### config.mk
export PLATFORM = sky130hd
export DESIGN_NAME = can_frame_transmitter
export DESIGN_NICKNAME = d
export VERILOG_FILES = /design/src/rtl/can_pkg.sv /design/src/rtl/can_crc15.sv /design/src/rtl/can_frame_transmitter.sv
export SDC_FILE = /design/constraint.sdc
export NUM_CORES = 1
export LEC_CHECK = 0
export CORE_MARGIN = 2
export CORE_UTILIZATION = 55
export CTS_CLUSTER_DIAMETER = 60
export DETAILED_ROUTE_END_ITERATION = 10
export HOLD_SLACK_MARGIN = 0.05
export PLACE_DENSITY_LB_ADDON = 0.2
export SKIP_LAST_GASP = 1
export SYNTH_ARGS = -nofsm -noshare
export SYNTH_HDL_FRONTEND = slang
export SYNTH_SLANG_ARGS = --single-unit
export TNS_END_PERCENT = 10
### constraint.sdc
create_clock -name clk -period 5.04 [get_ports clk]
set_input_delay 1.512 -clock clk [delete_from_list [all_inputs] [get_ports clk]]
set_output_delay 1.512 -clock clk [all_outputs]
set_load 0.05 [all_outputs]
### src/rtl/can_pkg.sv
// Shared CAN constants, transmitter state encoding and the CRC-15 step function.
package can_pkg;

  localparam int CAN_ID_W      = 11;
  localparam int CAN_DLC_W     = 4;
  localparam int CAN_CRC_W     = 15;
  localparam int CAN_EOF_LEN   = 7;
  localparam int CAN_MAX_BYTES = 8;

  localparam logic [CAN_CRC_W-1:0] CAN_CRC15_POLY = 15'h4599;

  typedef enum logic [3:0] {
    ST_IDLE,
    ST_SOF,
    ST_ID,
    ST_DLC,
    ST_DATA,
    ST_CRC,
    ST_CRC_DEL,
    ST_ACK,
    ST_ACK_DEL,
    ST_EOF
  } can_tx_state_e;

  function automatic logic [CAN_CRC_W-1:0] crc15_step(input logic [CAN_CRC_W-1:0] crc,
                                                       input logic                 bit_in);
    logic fb;
    fb = bit_in ^ crc[CAN_CRC_W-1];
    return {crc[CAN_CRC_W-2:0], 1'b0} ^ (fb ? CAN_CRC15_POLY : '0);
  endfunction

endpackage

### src/rtl/can_crc15.sv
// Serial CRC-15/CAN register; clr wins over en. Shared between the TX and RX ends.
module can_crc15
  import can_pkg::*;
(
  input  logic                 clk,
  input  logic                 rst,
  input  logic                 clr,
  input  logic                 en,
  input  logic                 bit_in,
  output logic [CAN_CRC_W-1:0] crc
);

  always_ff @(posedge clk or posedge rst) begin
    if (rst)      crc <= '0;
    else if (clr) crc <= '0;
    else if (en)  crc <= crc15_step(crc, bit_in);
  end

endmodule

### src/rtl/can_frame_transmitter.sv
// CAN frame transmitter: serializes one request per accept, one bit per bit_en strobe,
// with ID arbitration, readback bit-error detection and ACK slot sampling.
//
// state      | meaning
// IDLE       | waiting for tx_req, tx_bus recessive
// SOF        | start-of-frame dominant bit
// ID         | 11 identifier bits, arbitration active
// DLC        | 4 data length code bits (raw)
// DATA       | min(dlc,8) payload bytes
// CRC        | 15 CRC bits
// CRC_DEL    | CRC delimiter
// ACK        | ACK slot, recessive driven, rx sampled
// ACK_DEL    | ACK delimiter
// EOF        | 7 recessive end-of-frame bits
module can_frame_transmitter
  import can_pkg::*;
(
  input  logic                 clk,
  input  logic                 rst,
  input  logic                 bit_en,
  input  logic                 tx_req,
  input  logic [CAN_ID_W-1:0]  tx_id,
  input  logic [CAN_DLC_W-1:0] tx_dlc,
  input  logic [63:0]          tx_data,
  input  logic                 rx_bus,
  output logic                 tx_bus,
  output logic                 busy,
  output logic                 tx_done,
  output logic                 ack_received,
  output logic                 arb_lost,
  output logic                 bit_error
);

  can_tx_state_e        state, state_nx;
  logic [6:0]           bit_cnt, cnt_nx;
  logic [CAN_ID_W-1:0]  id_r;
  logic [CAN_DLC_W-1:0] dlc_r;
  logic [3:0]           nbytes;
  logic [63:0]          data_sr, data_nx;
  logic                 tx_nx, busy_nx, ack_nx, done_nx, arb_nx, err_nx;
  logic                 accept, crc_clr, crc_en, mismatch;
  logic [CAN_CRC_W-1:0] crc, crc_nx;

  can_crc15 u_crc (
    .clk    (clk),
    .rst    (rst),
    .clr    (crc_clr),
    .en     (crc_en),
    .bit_in (tx_bus),
    .crc    (crc)
  );

  always_ff @(posedge clk or posedge rst) begin
    if (rst) begin
      state        <= ST_IDLE;
      bit_cnt      <= '0;
      data_sr      <= '0;
      tx_bus       <= 1'b1;
      busy         <= 1'b0;
      ack_received <= 1'b0;
      tx_done      <= 1'b0;
      arb_lost     <= 1'b0;
      bit_error    <= 1'b0;
    end else begin
      state        <= state_nx;
      bit_cnt      <= cnt_nx;
      data_sr      <= data_nx;
      tx_bus       <= tx_nx;
      busy         <= busy_nx;
      ack_received <= ack_nx;
      tx_done      <= done_nx;
      arb_lost     <= arb_nx;
      bit_error    <= err_nx;
    end
  end

  always_ff @(posedge clk or posedge rst) begin
    if (rst) begin
      id_r   <= '0;
      dlc_r  <= '0;
      nbytes <= '0;
    end else if (accept) begin
      id_r   <= tx_id;
      dlc_r  <= tx_dlc;
      nbytes <= (tx_dlc > 4'(CAN_MAX_BYTES)) ? 4'(CAN_MAX_BYTES) : tx_dlc;
    end
  end

  always_comb begin
    state_nx = state;
    cnt_nx   = bit_cnt;
    data_nx  = data_sr;
    tx_nx    = tx_bus;
    busy_nx  = busy;
    ack_nx   = ack_received;
    done_nx  = 1'b0;
    arb_nx   = 1'b0;
    err_nx   = 1'b0;
    accept   = 1'b0;
    crc_clr  = 1'b0;
    crc_en   = 1'b0;
    mismatch = rx_bus ^ tx_bus;
    // CRC including the bit on the wire now, needed for the first CRC bit
    crc_nx   = crc15_step(crc, tx_bus);

    if (state == ST_IDLE) begin
      if (tx_req) begin
        accept   = 1'b1;
        crc_clr  = 1'b1;
        state_nx = ST_SOF;
        tx_nx    = 1'b0;
        busy_nx  = 1'b1;
        ack_nx   = 1'b0;
        data_nx  = tx_data;
      end
    end else if (bit_en) begin
      crc_en = state inside {ST_SOF, ST_ID, ST_DLC, ST_DATA};
      case (state)
        ST_SOF: begin
          state_nx = ST_ID;
          cnt_nx   = 7'(CAN_ID_W - 1);
          tx_nx    = id_r[CAN_ID_W-1];
        end
        ST_ID: begin
          if (bit_cnt == '0) begin
            state_nx = ST_DLC;
            cnt_nx   = 7'(CAN_DLC_W - 1);
            tx_nx    = dlc_r[CAN_DLC_W-1];
          end else begin
            cnt_nx = bit_cnt - 7'd1;
            tx_nx  = id_r[bit_cnt[3:0] - 4'd1];
          end
        end
        ST_DLC: begin
          if (bit_cnt != '0) begin
            cnt_nx = bit_cnt - 7'd1;
            tx_nx  = dlc_r[bit_cnt[1:0] - 2'd1];
          end else if (nbytes == '0) begin
            state_nx = ST_CRC;
            cnt_nx   = 7'(CAN_CRC_W - 1);
            tx_nx    = crc_nx[CAN_CRC_W-1];
          end else begin
            state_nx = ST_DATA;
            cnt_nx   = {nbytes, 3'b000} - 7'd1;
            tx_nx    = data_sr[63];
          end
        end
        ST_DATA: begin
          data_nx = {data_sr[62:0], 1'b0};
          if (bit_cnt == '0) begin
            state_nx = ST_CRC;
            cnt_nx   = 7'(CAN_CRC_W - 1);
            tx_nx    = crc_nx[CAN_CRC_W-1];
          end else begin
            cnt_nx = bit_cnt - 7'd1;
            tx_nx  = data_sr[62];
          end
        end
        ST_CRC: begin
          if (bit_cnt == '0) begin
            state_nx = ST_CRC_DEL;
            tx_nx    = 1'b1;
          end else begin
            cnt_nx = bit_cnt - 7'd1;
            tx_nx  = crc[bit_cnt[3:0] - 4'd1];
          end
        end
        ST_CRC_DEL: begin
          state_nx = ST_ACK;
          tx_nx    = 1'b1;
        end
        ST_ACK: begin
          state_nx = ST_ACK_DEL;
          ack_nx   = ~rx_bus;
          tx_nx    = 1'b1;
        end
        ST_ACK_DEL: begin
          state_nx = ST_EOF;
          cnt_nx   = 7'(CAN_EOF_LEN - 1);
          tx_nx    = 1'b1;
        end
        ST_EOF: begin
          tx_nx = 1'b1;
          if (bit_cnt == '0) begin
            state_nx = ST_IDLE;
            busy_nx  = 1'b0;
            done_nx  = 1'b1;
          end else begin
            cnt_nx = bit_cnt - 7'd1;
          end
        end
        default: state_nx = ST_IDLE;
      endcase

      // Losing arbitration and readback errors abort the frame; both override completion
      if (state == ST_ID && tx_bus && !rx_bus) begin
        state_nx = ST_IDLE;
        tx_nx    = 1'b1;
        busy_nx  = 1'b0;
        done_nx  = 1'b0;
        arb_nx   = 1'b1;
      end else if (mismatch && state != ST_ACK) begin
        state_nx = ST_IDLE;
        tx_nx    = 1'b1;
        busy_nx  = 1'b0;
        done_nx  = 1'b0;
        err_nx   = 1'b1;
      end
    end
  end

endmodule

# Word-level counts from Yosys, hierarchy flattened
# Cells that the tools add are included.
# totals
out_inout_bits	6
elab_cells	137
inputBits	84
register_bits	115
# op_classes
n_eq_ne	17
n_addsub	4
n_bitwise	5
n_reduce_logical	25
mux	70
magnitude_cmp	3
# op_table
op	count
$mux W64	4
$mux W15	3
$mux W4	11
$pmux W7 S6	1
$mux W1	41
$pmux W4 S9	1
$mux W7	5
$eq A4 B3 Y1 const B	4
$xor A15 B15 Y15	1
$sub A7 B1 Y7 const B	2
$reduce_bool A4 Y1	3
$ne A5 B2 Y1 const B	2
$ne A5 B5 Y1 const B	2
$reduce_and A3 Y1	3
$reduce_bool A9 Y1	1
$bmux W1 S4	2
$eq A4 B2 Y1 const B	2
$eq A4 B4 Y1 const B	2
$logic_not A4 Y1	2
$reduce_and A4 Y1	2
$reduce_bool A2 Y1	4
$logic_not A7 Y1	1
$reduce_and A7 Y1	1
$reduce_bool A7 Y1	1
other kinds (18)	23

# Depth between registers and ports, before layout
# logic_depth
ltp_word	10
ltp_mapped	9
mapped_depth_nobuf	7

# By module
# Synthesis repeated with hierarchy kept, for this count alone.
# unflattened
hier_cells	610
hier_area_um2	6139.6
# modules_own_cells
module	cells_each	area_each_um2	n_inst
can_frame_transmitter	538	5402.7	1
can_crc15	72	737.0	1

# Least setup slack after synthesis
# OpenSTA, ideal clock, no wires.
# synth_path
kind	input port to flip-flop
start	input bit_en
end	register state[2]
arrival_ns	2.891
required_time_ns	4.953
cell_stages	6
n_path_buf	1
setup_slack_ns	2.062
cell_sequence	clkbuf_1 > o41ai_1 > a21boi_1 > a31o_2 > or4_1 > o211ai_1
# synth_between
elab_chain_len	2
# synth_lines
item	line_no	text
start, declared	can_frame_transmitter.sv:20	input logic bit_en,
$reduce_bool A2 Y1 (no line)	--	
$reduce_and A7 Y1 (no line)	--	
end signal, assigned	can_frame_transmitter.sv:65	state <= state_nx;
end, declared	can_frame_transmitter.sv:34	can_tx_state_e state, state_nx;
# No other way between the ends.
# A chain may end at the register's enable or synchronous reset.

# Worst setup path in the final report
# layout_path
start	register tx_bus
end	output tx_bus
# layout_rtl
item	line_no	text
start, declared	can_frame_transmitter.sv:26	output logic tx_bus,
start signal, assigned	can_frame_transmitter.sv:68	tx_bus <= tx_nx;
# No word-level cell between the ends.

==> flow_summary.ini <==
[grt]
grt_antenna_before_repair = 0
grt_start_max_net_pins = 129
grt_first_pass_wirelength_um = 23500
grt_pass1_vias = 4805
grt_overflow_total = 0
grt_usage = 0.2613

[pwr]
power_leakage_nw = 3.193
power-per-cell-area_mw_per_mm2 = 648.6
total_power_mw = 4.881
ir_worst_vdd_v = 0.0003323

[synth]
yosys_warnings = 0
synth.area.top_cells = dfrtp_1, mux2i_1, o21ai_0, nand2_1, mux2_2
syn_area_mm2 = 0.006020
async_reset_ff_frac = 1.000
synth_commonest_cells = dfrtp_1, nand2_1, o21ai_0
synth_top_area_frac = 0.4739
yosysMostFrequentCell = dfrtp_1
netlist_instances = 612
syn_avg_cell_area_um2 = 9.836
synth_edf_count = 0
yosys.area.top_type = dfrtp_1
syn_nets = 698
ys_types = 67
yosysSeqAreaShare = 0.4783
ys_ff_latch = 115
synth_flop_cell = dfrtp_1

[worst_setup_path]
worst_setup_path_start_kind = flop
r2r_start = state[3]
worst-path-buf-inv = 1
worstPathMaxFanout = 9
arrival_ns = 2.02
cp_cell_sequence = clkdlybuf4s50_1
r2r_setup_slack_ns = 1.84
reg2regPathDepth = 6
critPathKind = reg -> out
max_stage_delay_ns = 0.84
crit_family = buffers and inverters
cp-end-kind = primary output
r2r-end = state[2]
required_ns = 3.53
slowest_stage = clkdlybuf4s50_1
cp.depth = 1

[cells_and_area]
antennaDiodeCount = 0
area_growth_pct = 25.01
drive_above_1_share = 0.08947
nets = 766
layout.cells.non_filler = 833
utilization = 0.7003

[floorplan]
die_h_um = 108.6
num_io_pins = 90
initial_utilization = 0.5602
fp-row-count = 38
dieArea_mm2 = 0.01180
die_w_um = 108.6
core-area_mm2 = 0.01075

[place]
dp_hpwl_um = 9478
dp.cells = 801
portBuffers = 89
routabilityCongestion = 0.9060

[route]
drc = 0
drtPass1Iterations = 6
drtAntennaViolNets = 0
wl_per_cell_um = 16.78
initialDrtViolationCount = 305
vias_per_cell = 5.820
via_count = 4848
wl_um = 13980

[clocking]
clk_latency_ns = 0.54
hold_buffers = 0
htree_levels = 4
numCtsBuffers = 17
tritoncts = done
path_clk_slew_ns = 0.05
cts_resized = 0
cts_sinks = 115
cts_root_buf = clkbuf_8
post_cts_buffers = 0
clockBufferDepth = 2

[min_path]
hold_end = data_sr[23]
whs_path_depth = 2
min_path_type = reg -> reg
worstHoldStart = data_sr[23]

[sta]
setup_tns_ns = 0
finClkSkew_ns = 0.01038
layout_worst_path_cycle_share = 0.7006
drv_slew = 0
grt_setup_unrepaired = no
hold_viol = 0
setup_viol = 0
slew_headroom = 0.2424
period_minus_slack_ns = 3.531
fmax_mhz = 283.2
tightest_slew_ns = 1.134

[run]
drv_cap = 0

[status]
outcome = finished, final reports clean
metrics by stage:
step / cell area (um2) / worst slack [ns] / hold slack [ns]
5_1_grt: 7525 / 1.462 / 0.5005
6_report: 7525 / 1.509 / 0.4764
3_5_place_dp: 6952 / 1.364 / 0.4693
2_1_floorplan: 6020 / 0.4856 / 0.4492
4_1_cts: 7525 / 1.496 / 0.4821
3_3_place_gp: 6952 / 1.404 / 0.4597
routing by layer:
metal | vias up | global-route usage | wire length [um]
li1 | 2324 | - | -
met1 | 2341 | 0.3316 | 5903
met2 | 156 | 0.4134 | 6903
met3 | 27 | 0.08488 | 842
met4 | 0 | 0.1099 | 331
met5 | - | 0 | 0
flip-flops by register name, summed over array words and instances (netlist names), 4 cells and up:
| name | cells |
|---|---|
| id_r | 11 |
| state | 4 |
| data_sr | 64 |
| dlc_r | 4 |
| bit_cnt | 7 |
| u_crc.crc | 15 |
| nbytes | 4 |
report_power, final:
part           internal, mW  switching (mW)
Combinational         0.938            1.14
Clock                 0.744           0.417
Sequential             1.29           0.352
Total                  2.97            1.91
kinds of logic (layout without fill, tap and decap cells):
| family | after synthesis | count (layout) | share of synthesized area |
|---|---|---|---|
| DFF | 115 | 115 | 0.4783 |
| xor gates and xnor gates | 15 | 15 | 0.02432 |
| and+or+nand+nor | 192 | 192 | 0.1503 |
| muxes | 89 | 89 | 0.1638 |
| buffers and inverters | 56 | 137 | 0.03783 |
| adders and majority gates | 2 | 2 | 0.004156 |
| AOI/OAI and AO/OA | 143 | 143 | 0.1413 |
worst reg2reg max path, delay by kind of cell (launching register included):
family	cells	cell delay, ns
buffers and inverters	1	0.86
flip-flops	1	0.67
AO/OA/AOI/OAI	3	0.68
AND/OR/NAND/NOR	2	0.90
how the worst max path moves through the flow:
stage | slack (ns) | end | startpoint
floorplan | 0.49 | ack_received | rst
global placement | 1.40 | data_sr[4] | bit_en
detailed placement | 1.36 | data_sr[20] | tx_req
CTS | 1.50 | tx_bus | tx_bus
global route | 1.46 | tx_bus | tx_bus
finish | 1.51 | tx_bus | tx_bus
cell usage in the layout, fill, tap and decap left out, types with 3 or more instances in the layout:
master,instances
a21oi_1,14
a2bb2oi_1,3
a31oi_1,4
and3_1,4
buf_4,5
clkbuf_1,5
clkbuf_16,16
clkbuf_8,4
clkdlybuf4s50_1,89
clkinv_4,3
dfrtp_1,114
inv_1,10
mux2_2,16
mux2i_1,67
mux4_2,6
nand2_1,109
nand2b_1,8
nand3_1,26
nand4_1,3
nor2_1,11
nor2b_1,8
nor3_1,4
o211ai_1,5
o21ai_0,84
o22ai_1,3
o31ai_1,3
xnor2_1,8
xor2_1,6
layout make-up:
| class | instances | area, um2 |
|---|---|---|
| Tap cell | 140 | 175.2 |
| Sequential cell | 115 | 2879 |
| Clock inverter | 7 | 98.84 |
| Multi-Input combinational cell | 441 | 2925 |
| Clock buffer | 25 | 474.2 |
| Timing Repair Buffer | 94 | 928.4 |
| Inverter | 11 | 43.79 |
| Fill cell | 850 | 3221 |
Power figures use the tool's default switching activity.
==> edit 1 (same flow settings) <==
The package constant `CAN_CRC_W` goes from 15 to 19.
--- a/src/rtl/can_pkg.sv
+++ b/src/rtl/can_pkg.sv
@@ -3,7 +3,7 @@
 
   localparam int CAN_ID_W      = 11;
   localparam int CAN_DLC_W     = 4;
-  localparam int CAN_CRC_W     = 15;
+  localparam int CAN_CRC_W     = 19;
   localparam int CAN_EOF_LEN   = 7;
   localparam int CAN_MAX_BYTES = 8;
 
Check against the original RTL: same outputs for any inputs over 4 cycles, from zero or initial values and one cycle with rst high; that may be too few to reach the edited logic, so the function may still have changed.
==> edit 1 against the unedited design <==
- worst setup slack improved by 0.032 ns
- cell area increased by 2.0%
- power increased by 0.97%
- area after synthesis increased by 2.1%
- count of clock-buffer cells in the layout decreased by 3
- final cell count increased by 4.0%
- register-to-register slack improved by 0.10 ns
- sequential cell count increased by 4
- wire length decreased by 3.0%
- utilization increased by 0.44 points
- largest cell class is now registers
==> edit 1: results (changes against the unedited design) <==
- The run finished with clean final reports.
- The detailed-routing wirelength on met1 was 5850 um (-0.91%).
- The worst setup slack before clock tree synthesis came to 1.27 ns (-0.0941 ns).
- The data arrival at the endpoint of the critical path is 1.99 ns (-0.03 ns).
- In the final layout, the registers with the most flip-flops are data_sr: 64 flops, u_crc.crc: 19 flops, id_r: 11 flops.
- The post-synth net total is 732 (+4.9%).
- The area of the multi-input gates is 2920 um^2 (about the same).
- The final estimated routing congestion in global placement was 0.910 (+0.43%).
- The normalized max-slew margin is 26.5% (+2.3 points).
- The cell-internal power is 3.03 mW (+1.9%).
- The standby leakage power is 3.70 nW (+16%).
- The power dissipated by switching net loads was 1.90 mW (-0.42%).
- The global router's overall resource usage is 24.6% (-1.6 points).
- The commonest cells after synthesis are sky130_fd_sc_hd__nand2_1 (140), sky130_fd_sc_hd__dfrtp_1 (118), sky130_fd_sc_hd__mux2i_1 (80).
- The worst clock skew came to 0.0139 ns (+0.00350 ns).
- The DRC marker count from the first detailed-route iteration came to 346 (+13%).
- The maximum fanout along the worst path came to 8 (-1).
- The total number of nets in the final design was 800 (+4.4%).
- The fill cell total of the finished layout is 797 (-6.2%).
- The largest net degree at the start of global routing came to 92 (-29%).
- The met3 usage is 6.88% (-1.6 points).
- The area after detailed placement came to 7060 um^2 (+1.5%).
- The global-route wire length before repair is 22,900 um (-2.7%).
- The mean instance size in the synthesized netlist is 9.52 um^2 (-3.2%).
- The total placed cells including tap cells was 834 (+4.1%).
- The total iterations of the first detailed-routing run is 5 (-1).
[edit 1: changes by cell type in the layout (fill, tap and decap cells not counted), moves of 5 or more]
cell	unedited run	this run
sky130_fd_sc_hd__nand2_1	109	140
sky130_fd_sc_hd__o21ai_1	1	15
sky130_fd_sc_hd__mux2i_1	67	80
sky130_fd_sc_hd__nor2_1	11	44
sky130_fd_sc_hd__a21oi_1	14	19
sky130_fd_sc_hd__nor2b_1	8	3
sky130_fd_sc_hd__o21ai_0	84	68
sky130_fd_sc_hd__mux2_2	16	0
sky130_fd_sc_hd__nand3_1	26	3
[edit 1: final timing paths]
kind                                                 end  slack, ns  cells past startpoint
worst max register to register  ack_received$_DFFE_PP0P_       1.94                      5
worst min-delay path             data_sr[27]$_DFFE_PP0P_       0.48                      2
min in group asynchronous        data_sr[45]$_DFFE_PP0P_       1.50                      2
worst max-delay path                              tx_bus       1.54                      1
worst min register to register   data_sr[27]$_DFFE_PP0P_       0.48                      2
max in group asynchronous             tx_bus$_DFFE_PP1P_       2.74                      3
[edit 1: layout make-up]
class,instances,share of cell area [%]
clock buffer,22,6.16
clock inverter,10,1.86
timing repair buffer,93,12.3
tap,140,2.28
multi-input combinational,474,38.1
inverter,8,0.424
sequential,119,38.8
[edit 1: cells by family after synthesis]
| kind of cell | count (synthesis) | synth area share [%] |
|---|---|---|
| flops | 119 | 48.5 |
| fa+ha+maj | 3 | 0.611 |
| xor+xnor | 13 | 1.85 |
| mux | 87 | 15.6 |
| compound gates | 138 | 12.8 |
| simple gates | 233 | 16.5 |
| buf+inv | 52 | 4.15 |
[edit 1: worst reg2reg max path: cells and delay by family, from the launching register on]
family | cells | cell delay, ns
AOI/OAI and AO/OA | 1 | 0.37
and+or+nand+nor | 3 | 1.55
DFF | 1 | 0.92
muxes | 1 | 0.14
==> edit 2 (same settings) <==
Without the edit above. Put one more register stage on the output `bit_error`, cleared by the reset. The value now appears one clock later. The other outputs are not delayed to match.
--- a/src/rtl/can_frame_transmitter.sv
+++ b/src/rtl/can_frame_transmitter.sv
@@ -31,6 +31,8 @@
   output logic                 bit_error
 );
 
+  logic bit_error_s0;
+
   can_tx_state_e        state, state_nx;
   logic [6:0]           bit_cnt, cnt_nx;
   logic [CAN_ID_W-1:0]  id_r;
@@ -60,7 +62,7 @@
       ack_received <= 1'b0;
       tx_done      <= 1'b0;
       arb_lost     <= 1'b0;
-      bit_error    <= 1'b0;
+      bit_error_s0 <= 1'b0;
     end else begin
       state        <= state_nx;
       bit_cnt      <= cnt_nx;
@@ -70,7 +72,7 @@
       ack_received <= ack_nx;
       tx_done      <= done_nx;
       arb_lost     <= arb_nx;
-      bit_error    <= err_nx;
+      bit_error_s0 <= err_nx;
     end
   end
 
@@ -209,5 +211,13 @@
     end
   end
 
+  always_ff @(posedge clk or posedge rst) begin
+    if (rst) begin
+      bit_error <= '0;
+    end else begin
+      bit_error <= bit_error_s0;
+    end
+  end
+
 endmodule
 
Formal check against the unedited RTL: not equivalent (a bounded check fails within 4 cycles, from zero or initial values and one cycle with rst high).
==> edit 2 against the unedited design <==
- area after synthesis is 2.5% higher
- count of clock-buffer cells in the layout is 4 lower
- worst setup slack better by 0.024 ns
- highest routed layer unchanged
- power is 2.1% higher
- wire length is 2.3% lower
- sequential cell count is 1 higher
- cell area is 1.6% higher
- utilization is 0.20 points higher
==> edit 2: results (changes against the unedited design) <==
- The share of cell area taken by muxes after synthesis is 15.6% (-0.73 points).
- The setup slack on the worst flop-to-flop path was 2.13 ns (+0.29 ns).
- The flow ran to the end, and the final reports show no timing, DRC or antenna violations.
- The maximum fanout along the worst path is 8 (-1).
- The DRC marker count from the first detailed-route iteration is 340 (+11%).
- The multi-input gate share of the layout cell area is 39.2% (+0.36 points).
- The post-synthesis adder-cell area fraction is 0.405% (-0.010 points).
- The area after detailed placement is 7080 um^2 (+1.8%).
- The global router's overall resource usage is 24.2% (-2.0 points).
- The worst hold path depth came to 0 (-2).
- The final wirelength is 13,700 um (-2.3%).
- The layout clock buffer count is 21 (-16%).
- The global-route wire length before repair is 22,600 um (-3.7%).
- In this run the most critical hold path is launched from bit_error_s0$_DFF_PP0_.
- The layout multi-input combinational cell count came to 461 (+4.5%).
- The layout buffering overhead excluding clock cells is 12.4% (+0.066 points).
- The normalized max-slew margin is 29.6% (+5.4 points).
- The count of sequential standard cells is 116 (+0.87%).
- The worst clock skew came to 0.00600 ns (-0.00438 ns).
- The worst hold path endpoint is bit_error$_DFF_PP0_.
- The dominant combinational cell family by area after synthesis is simple AND/OR/NAND/NOR gates.
- The insertion delay to the later sink of the worst-skew pair is 0.51 ns (-0.03 ns).
- The data arrival at the endpoint of the critical path is 2.00 ns (-0.02 ns).
- The highest ir drop seen on vdd is 0.882 mV (+170%).
- The mean instance size in the synthesized netlist is 9.81 um^2 (-0.24%).
- The share of the synthesized area in compound gates (AO/OA/AOI/OAI) was 13.4% (-0.71 points).
- The share of cell area taken by flip-flops and latches is 38.0% (-0.28 points).
- The half-perimeter wire length after placement was 9130 um (-3.7%).
- The total number of nets in the final design was 789 (+3.0%).
- The fraction of area in clock buffers and inverters is 7.46% (-0.15 points).
==> edit 2: cell types whose count changed in the layout (fill, tap and decap cells not counted), moves of 4 or more <==
cell                       before  now
sky130_fd_sc_hd__nand3_1       26    9
sky130_fd_sc_hd__nand3b_1       2    6
sky130_fd_sc_hd__clkinv_2       1    5
sky130_fd_sc_hd__and3_1         4    0
sky130_fd_sc_hd__nand2b_1       8    4
sky130_fd_sc_hd__nor3b_1        1    5
sky130_fd_sc_hd__nor2_1        11   26
sky130_fd_sc_hd__mux2i_1       67   83
sky130_fd_sc_hd__o21ai_1        1   43
sky130_fd_sc_hd__a31oi_1        4    8
sky130_fd_sc_hd__o21ai_0       84   41
sky130_fd_sc_hd__nand2_1      109  130
sky130_fd_sc_hd__mux2_2        16    0
sky130_fd_sc_hd__o211ai_1       5    0
==> edit 2: report_power, final <==
part           total, mW  switching (mW)  internal [mW]
registers           1.61           0.314           1.30
logic               2.21            1.25          0.959
clock network       1.17           0.406          0.759
total               4.98            1.97           3.02
==> edit 2: how the worst max path moves through the flow <==
| stage | to | from | cells past startpoint | slack [ns] |
|---|---|---|---|---|
| after global placement | data_sr[45]$_DFFE_PP0P_ | bit_en | 6 | 1.39 |
| after global routing | tx_bus | tx_bus$_DFFE_PP1P_ | 1 | 1.48 |
| after CTS | tx_bus | tx_bus$_DFFE_PP1P_ | 1 | 1.53 |
| final | tx_bus | tx_bus$_DFFE_PP1P_ | 1 | 1.53 |
| after floorplan | ack_received$_DFFE_PP0P_ | rst | 1 | 0.46 |
| after detailed placement | data_sr[44]$_DFFE_PP0P_ | bit_en | 6 | 1.27 |
==> edit 2: per-layer routing <==
metal / vias up / wire length, um
met1: 2357 / 6180
met3: 21 / 826
li1: 2362 / -
met5: - / 0
met2: 175 / 6460
met4: 0 / 182
